<file path="src/rtl/conv_pkg.sv">
// conv_pkg: shared FSM state encoding and sizing helpers for the conv2d layer sequencer
package conv_pkg;
    typedef enum logic [2:0] {
        S_IDLE,
        S_LOAD,
        S_COMMIT_W,
        S_COMMIT_B,
        S_WAIT_IN,
        S_FIRE,
        S_WAIT_CONV,
        S_WAIT_OUT
    } state_t;

    function automatic int conv_num_weights(input int nf, input int ic, input int k);
        return nf * ic * k * k;
    endfunction

    function automatic int conv_cnt_width(input int n);
        return $clog2(n + 1);
    endfunction
endpackage

</file>
<file path="src/rtl/conv2d_coef_loader.sv">
// conv2d_coef_loader: byte counter steering streamed coefficient bytes into the weight then bias registers;
// done fires combinationally with the last accepted byte.
module conv2d_coef_loader
    import conv_pkg::*;
#(
    parameter int NW = 72,
    parameter int NB = 8,
    parameter int AB = 8
) (
    input  logic           clk,
    input  logic           rst_n,
    input  logic           clr,
    input  logic           we,
    input  logic [AB-1:0]  data,
    output logic [NW*AB-1:0] weights,
    output logic [NB*AB-1:0] biases,
    output logic           done
);
    localparam int CW = conv_cnt_width(NW + NB);

    logic [CW-1:0] cnt;

    assign done = we && cnt == CW'(NW + NB - 1);

    always_ff @(posedge clk or negedge rst_n) begin
        if (!rst_n) begin
            cnt     <= '0;
            weights <= '0;
            biases  <= '0;
        end else begin
            cnt <= (clr || done) ? '0 : (we ? cnt + 1'b1 : cnt);
            if (we && !clr) begin
                if (int'(cnt) < NW)
                    weights[int'(cnt)*AB +: AB] <= data;
                else
                    biases[(int'(cnt) - NW)*AB +: AB] <= data;
            end
        end
    end
endmodule

</file>
<file path="src/rtl/conv2d_layer_sequencer.sv">
// conv2d_layer_sequencer: loads/commits conv2d coefficients, then gates one feature frame at a time through conv2d.
// Optional CONV2D_SEQ_PERF_EN adds saturating frame_count and stall_count outputs.
module conv2d_layer_sequencer
    import conv_pkg::*;
#(
    parameter int NUM_FILTERS    = 8,
    parameter int INPUT_CHANNELS = 1,
    parameter int KERNEL_SIZE    = 3,
    parameter int ACTIV_BITS     = 8,
    parameter int TIMEOUT_CYCLES = 16
) (
    input  logic clk,
    input  logic rst_n,
    input  logic cfg_start,
    input  logic cfg_valid,
    input  logic [ACTIV_BITS-1:0] cfg_data,
    output logic cfg_ready,
    output logic [conv_num_weights(NUM_FILTERS, INPUT_CHANNELS, KERNEL_SIZE)*ACTIV_BITS-1:0] weights_in,
    output logic [NUM_FILTERS*ACTIV_BITS-1:0] biases_in,
    output logic load_weights,
    output logic load_biases,
    output logic cfg_loaded,
    input  logic in_valid,
    output logic in_ready,
    output logic conv_data_valid,
    input  logic conv_done,
    output logic out_valid,
    input  logic out_ready,
    output logic timeout_err
`ifdef CONV2D_SEQ_PERF_EN
    ,
    output logic [15:0] frame_count,
    output logic [15:0] stall_count
`endif
);
    localparam int NW = conv_num_weights(NUM_FILTERS, INPUT_CHANNELS, KERNEL_SIZE);
    localparam int TW = conv_cnt_width(TIMEOUT_CYCLES);

    state_t        state, state_n;
    logic          start_ok, load_done, timeout;
    logic [TW-1:0] tcnt;

    assign cfg_ready = state == S_LOAD;
    assign in_ready  = state == S_WAIT_IN;
    assign start_ok  = cfg_start && (state == S_IDLE || state == S_WAIT_IN);

    conv2d_coef_loader #(
        .NW(NW),
        .NB(NUM_FILTERS),
        .AB(ACTIV_BITS)
    ) u_loader (
        .clk(clk),
        .rst_n(rst_n),
        .clr(start_ok),
        .we(cfg_ready && cfg_valid),
        .data(cfg_data),
        .weights(weights_in),
        .biases(biases_in),
        .done(load_done)
    );

    always_comb begin
        state_n = state;
        timeout = 1'b0;
        case (state)
            S_IDLE:      state_n = cfg_start ? S_LOAD : S_IDLE;
            S_LOAD:      state_n = load_done ? S_COMMIT_W : S_LOAD;
            S_COMMIT_W:  state_n = S_COMMIT_B;
            S_COMMIT_B:  state_n = S_WAIT_IN;
            S_WAIT_IN:   state_n = cfg_start ? S_LOAD : (in_valid ? S_FIRE : S_WAIT_IN);
            S_FIRE:      state_n = S_WAIT_CONV;
            S_WAIT_CONV: begin
                timeout = !conv_done && tcnt == TW'(TIMEOUT_CYCLES - 1);
                state_n = conv_done ? S_WAIT_OUT : (timeout ? S_WAIT_IN : S_WAIT_CONV);
            end
            S_WAIT_OUT:  state_n = out_ready ? S_WAIT_IN : S_WAIT_OUT;
            default:     state_n = S_IDLE;
        endcase
    end

    // Pulse outputs are registered decodes of the next state, so each is high exactly while in its state.
    always_ff @(posedge clk or negedge rst_n) begin
        if (!rst_n) begin
            state           <= S_IDLE;
            load_weights    <= 1'b0;
            load_biases     <= 1'b0;
            conv_data_valid <= 1'b0;
            out_valid       <= 1'b0;
            cfg_loaded      <= 1'b0;
            timeout_err     <= 1'b0;
            tcnt            <= '0;
        end else begin
            state           <= state_n;
            load_weights    <= state_n == S_COMMIT_W;
            load_biases     <= state_n == S_COMMIT_B;
            conv_data_valid <= state_n == S_FIRE;
            out_valid       <= state_n == S_WAIT_OUT;
            cfg_loaded      <= cfg_loaded || state == S_COMMIT_B;
            timeout_err     <= timeout ? 1'b1 : (start_ok ? 1'b0 : timeout_err);
            tcnt            <= state == S_FIRE ? '0 : (state == S_WAIT_CONV ? tcnt + 1'b1 : tcnt);
        end
    end

`ifdef CONV2D_SEQ_PERF_EN
    always_ff @(posedge clk or negedge rst_n) begin
        if (!rst_n) begin
            frame_count <= '0;
            stall_count <= '0;
        end else begin
            frame_count <= start_ok ? '0 :
                (state == S_WAIT_OUT && out_ready && frame_count != 16'hFFFF) ? frame_count + 1'b1 : frame_count;
            stall_count <= start_ok ? '0 :
                (state == S_WAIT_OUT && !out_ready && stall_count != 16'hFFFF) ? stall_count + 1'b1 : stall_count;
        end
    end
`endif
endmodule

</file>
<file path="config.mk">
export PLATFORM = sky130hd
export DESIGN_NAME = conv2d_layer_sequencer
export DESIGN_NICKNAME = d
export VERILOG_FILES = /design/src/rtl/conv_pkg.sv /design/src/rtl/conv2d_coef_loader.sv /design/src/rtl/conv2d_layer_sequencer.sv
export SDC_FILE = /design/constraint.sdc
export NUM_CORES = 1
export LEC_CHECK = 0
export BUFFER_PORTS_ARGS = -buffer_cell sky130_fd_sc_hd__buf_2
export CAP_MARGIN = 20
export CORE_MARGIN = 8
export CORE_UTILIZATION = 30
export DETAILED_ROUTE_END_ITERATION = 6
export GPL_TIMING_DRIVEN = 0
export PLACE_DENSITY_LB_ADDON = 0.1
export SLEW_MARGIN = 20
export SYNTH_ARGS = -nofsm -noshare
export SYNTH_HDL_FRONTEND = slang
export SYNTH_SLANG_ARGS = --single-unit
</file>
<file path="constraint.sdc">
create_clock -name clk -period 4.4 [get_ports clk]
set_input_delay 0.44 -clock clk [delete_from_list [all_inputs] [get_ports clk]]
set_output_delay 0.44 -clock clk [all_outputs]
set_load 0.02 [all_outputs]
</file>
==> run_results.csv <==
group,metric,value,unit
placed_design,place_inst,4239,
routing,wirelength,117.1,mm
global_route,grt_max_degree,95,
min_path,hp-class,"in2reg",
setup_path,arrival,4770,ps
routing,drc_errors,0,
placed_design,hpwl,87.96,mm
timing,period_needed,4263,ps
synth,synthesis.nets,2356,
timing,worst_hold_slack,100.4,ps
cells_and_area,drive_above_1_share,43.39,%
cells_and_area,finalNetCount,3135,
routing,wire_per_inst,26.55,microns
floorplan,row_count,111,
routing,wl_met3,8.240,mm
timing,worst_pin_slew,1072,ps
setup_path,cp.required,4900,ps
clocking,cts_tree,"built",
setup_path,path_cells,"clkbuf_2 -> inv_1 -> ha_1 -> clkbuf_1 -> nand2b_1 -> nor2_1 -> ha_1 -> a21o_1 -> buf_2 -> nor2_2 -> clkbuf_4 -> nand2_1 -> nor2_4 -> mux2_2",
timing,slew_violations,0,
clocking,cts_max_level,3,
setup_path,crit_family,"simple AND/OR/NAND/NOR gates",
setup_path,cp_num_buf_inv,5,
setup_path,crit_top_cell,"ha_1",
timing,fmax,0.2346,GHz
power,peakVddDrop,232.8,uV
floorplan,core,91800,sq um
setup_path,critPathKind,"reg2reg",
routing,dr.pass1.iters,5,
floorplan,start_util,30.36,%
synth,seq_area_frac_synth,59.35,%
power,power,0.01559,W
clocking,clockBufferDepth,3,
min_path,worstHoldStart,"conv_done",
routing,top_layer_used,"met5",
floorplan,dieArea,102900,sq um
global_route,antenna_found_initial,15,
clocking,cts.sinks,661,
synth,postSynth.asyncResetShare,100.0,%
routing,met1_length,46.56,mm
floorplan,die_y,320.8,microns
timing,post-route-period-util,96.88,%
timing,setup_viol,0,
cells_and_area,final_cells,4409,
routing,num_vias,21730,
setup_path,rr_startpoint,"u_loader.cnt[0]$_DFFE_PN0P_",
timing,rsz0062_at_grt,"true",
synth,synth_area,27870,sq um
setup_path,cpMaxStageDelayCell,"dfrtp_2",
floorplan,die_w,320.8,microns
global_route,grt_usage,21.99,%
power,power_density,429.8,nW/um^2
setup_path,end_kind,"flip-flop",
global_route,grt_pass1_vias,23040,
placed_design,io_buffers,660,
global_route,gr-total-overflow,0,
routing,dr_wl_met2,58.65,mm
timing,fin_setup_tns,0,ps
synth,synth_ff_type,"dfrtp_1",
timing,hold_viol_final,0,
synth,synth_edf_count,0,
routing,drtAntennaViolNets,0,
cells_and_area,area_delta_synth_final,30.15,%
placed_design,place_congestion,0.8208,
floorplan,ios,663,
power,p_leak,18.77,nW
synth,synth_area_per_cell,11.99,sq um
clocking,cts-root-buf,"clkbuf_16",
synth,yosysWarnings,0,
global_route,grt_pass1_wl,167.7,mm
setup_path,cp-start-kind,"flip-flop",
flow_run,maxCapViolCount,0,
synth,yosysUniqueCellTypes,70,
outcome,outcome,"completed",
routing,via_per_inst,4.928,
setup_path,critPathLaunch,"u_loader.cnt[0]$_DFFE_PN0P_",
setup_path,critPathMaxStageDelay,470,ps
synth,netlist_instances,2325,
routing,first_iter_violations,1394,
clocking,clk_pin_slew,60,ps
setup_path,cp_max_fo,10,
synth,ys_seq_elements,661,
timing,slew_headroom,28.55,%
clocking,cts-buffers-inserted,79,
clocking,clock_latency,630,ps
timing,clock_skew,26.55,ps
-- per-layer routing --
layer / track usage (%) / up-vias
li1: - / 9672
met1: 26.14 / 11190
met2: 38.50 / 693
met3: 6.254 / 163
met4: 6.584 / 6
met5: 0 / -
-- placed cells by master (no fill, tap or decap), types with 8 or more instances in the layout --
| master | Yosys | final |
|---|---|---|
| a21o_1 | 16 | 16 |
| a21oi_1 | 18 | 17 |
| and2_1 | 59 | 58 |
| buf_12 | 0 | 16 |
| buf_2 | 17 | 677 |
| buf_4 | 1 | 14 |
| clkbuf_1 | 93 | 92 |
| clkbuf_16 | 0 | 81 |
| clkbuf_2 | 0 | 10 |
| clkbuf_8 | 0 | 13 |
| clkinv_2 | 0 | 17 |
| dfrtp_1 | 661 | 659 |
| ha_1 | 16 | 16 |
| inv_1 | 45 | 45 |
| mux2_2 | 428 | 428 |
| mux2i_1 | 9 | 9 |
| nand2_1 | 316 | 315 |
| nand3_1 | 69 | 69 |
| nor2_1 | 157 | 152 |
| nor2_4 | 18 | 37 |
| nor3_1 | 58 | 52 |
| nor3_4 | 1 | 10 |
| o21ai_0 | 128 | 127 |
| o31ai_1 | 48 | 48 |
| o41ai_1 | 28 | 28 |
| or3_1 | 8 | 8 |
-- worst min-delay path: stages --
cell     delay [ps]
buf_2           100
mux2i_1          60
nor2_1           90
-- synth_stat cells (8+ instances only) --
cell type  number  share of area [%]
dfrtp_1       661                 59
mux2_2        428                 17
nand2_1       316                4.3
nor2_1        157                2.1
o21ai_0       128                2.3
clkbuf_1       93                1.3
nand3_1        69                1.2
and2_1         59                1.3
nor3_1         58                1.0
o31ai_1        48                1.3
inv_1          45               0.61
o41ai_1        28               0.88
nor2_2         19               0.43
a21oi_1        18               0.32
nor2_4         18               0.73
buf_2          17               0.31
a21o_1         16               0.43
ha_1           16               0.72
mux2i_1         9               0.32
nor4_1          9               0.20
nor3_2          8               0.29
or3_1           8               0.18
-- stage by stage --
stage | cell area, sq um | utilization, % | setup WS [ps]
after floorplan | 27870 | - | 453.4
after global placement | 32730 | 35.65 | -10960
after detailed placement | 33030 | 35.98 | -841.9
after CTS | 36030 | 39.25 | -36.83
after global routing | 36270 | 39.50 | -81.51
final | 36270 | 39.51 | 137.2
-- logic make-up (layout without fill, tap and decap cells) --
logic type / Yosys count / after routing / synth area share, %
AND/OR/NAND/NOR: 773 / 773 / 13.53
flip-flops: 661 / 661 / 59.35
multiplexers: 441 / 441 / 17.78
AO/OA/AOI/OAI: 260 / 260 / 5.953
buffers and inverters: 164 / 1003 / 2.326
adder cells (fa/ha/maj): 16 / 16 / 0.7183
XOR/XNOR: 10 / 10 / 0.3412
other: 0 / 2 / 0
-- power breakdown --
| group | total [W] | switching [W] | internal (W) |
|---|---|---|---|
| sequential | 0.00622 | 0.0000662 | 0.00615 |
| clock | 0.00664 | 0.00269 | 0.00395 |
| combinational | 0.00273 | 0.00219 | 0.000534 |
-- what timing repair did --
| action | 4_1_cts | 5_1_grt |
|---|---|---|
| resized for setup | 31 | 20 |
| pin swaps | 8 | 9 |
| hold endpoints to repair | 66 | 0 |
| endpoints found under the setup margin | 585 | 284 |
| hold buffers | 1 | 0 |
| setup buffers | 17 | 9 |
-- area by class of cell --
cell class	instances	area [sq um]
clock buffers	107	2255
inverters	46	172.7
well taps	1243	1555
plain buffers	116	488.0
multi-input cells	1500	10920
flip-flops and latches	661	16540
clock inverters	34	371.6
repair buffers	700	3961
fillers	8992	55530
diodes	2	5.005
-- worst paths after layout --
| kind | to | slack (ps) | cells after the start |
|---|---|---|---|
| max reg2reg | u_loader.weights[383]$_DFFE_PN0P_ | 140 | 14 |
| min in group asynchronous | u_loader.weights[49]$_DFFE_PN0P_ | 360 | 2 |
| max | u_loader.weights[383]$_DFFE_PN0P_ | 140 | 14 |
| min reg2reg | cfg_loaded$_DFF_PN0_ | 470 | 1 |
| max in group asynchronous | u_loader.weights[108]$_DFFE_PN0P_ | 1880 | 6 |
| min | out_valid$_DFF_PN0_ | 100 | 3 |
-- state kept, by name, summed over array words and instances (netlist names) --
register          flops
timeout_err           1
state                 3
tcnt                  5
u_loader.biases      64
cfg_loaded            1
conv_data_valid       1
load_biases           1
u_loader.cnt          7
out_valid             1
load_weights          1
u_loader.weights    576
Note: power is estimated with default switching activity, not from simulation.
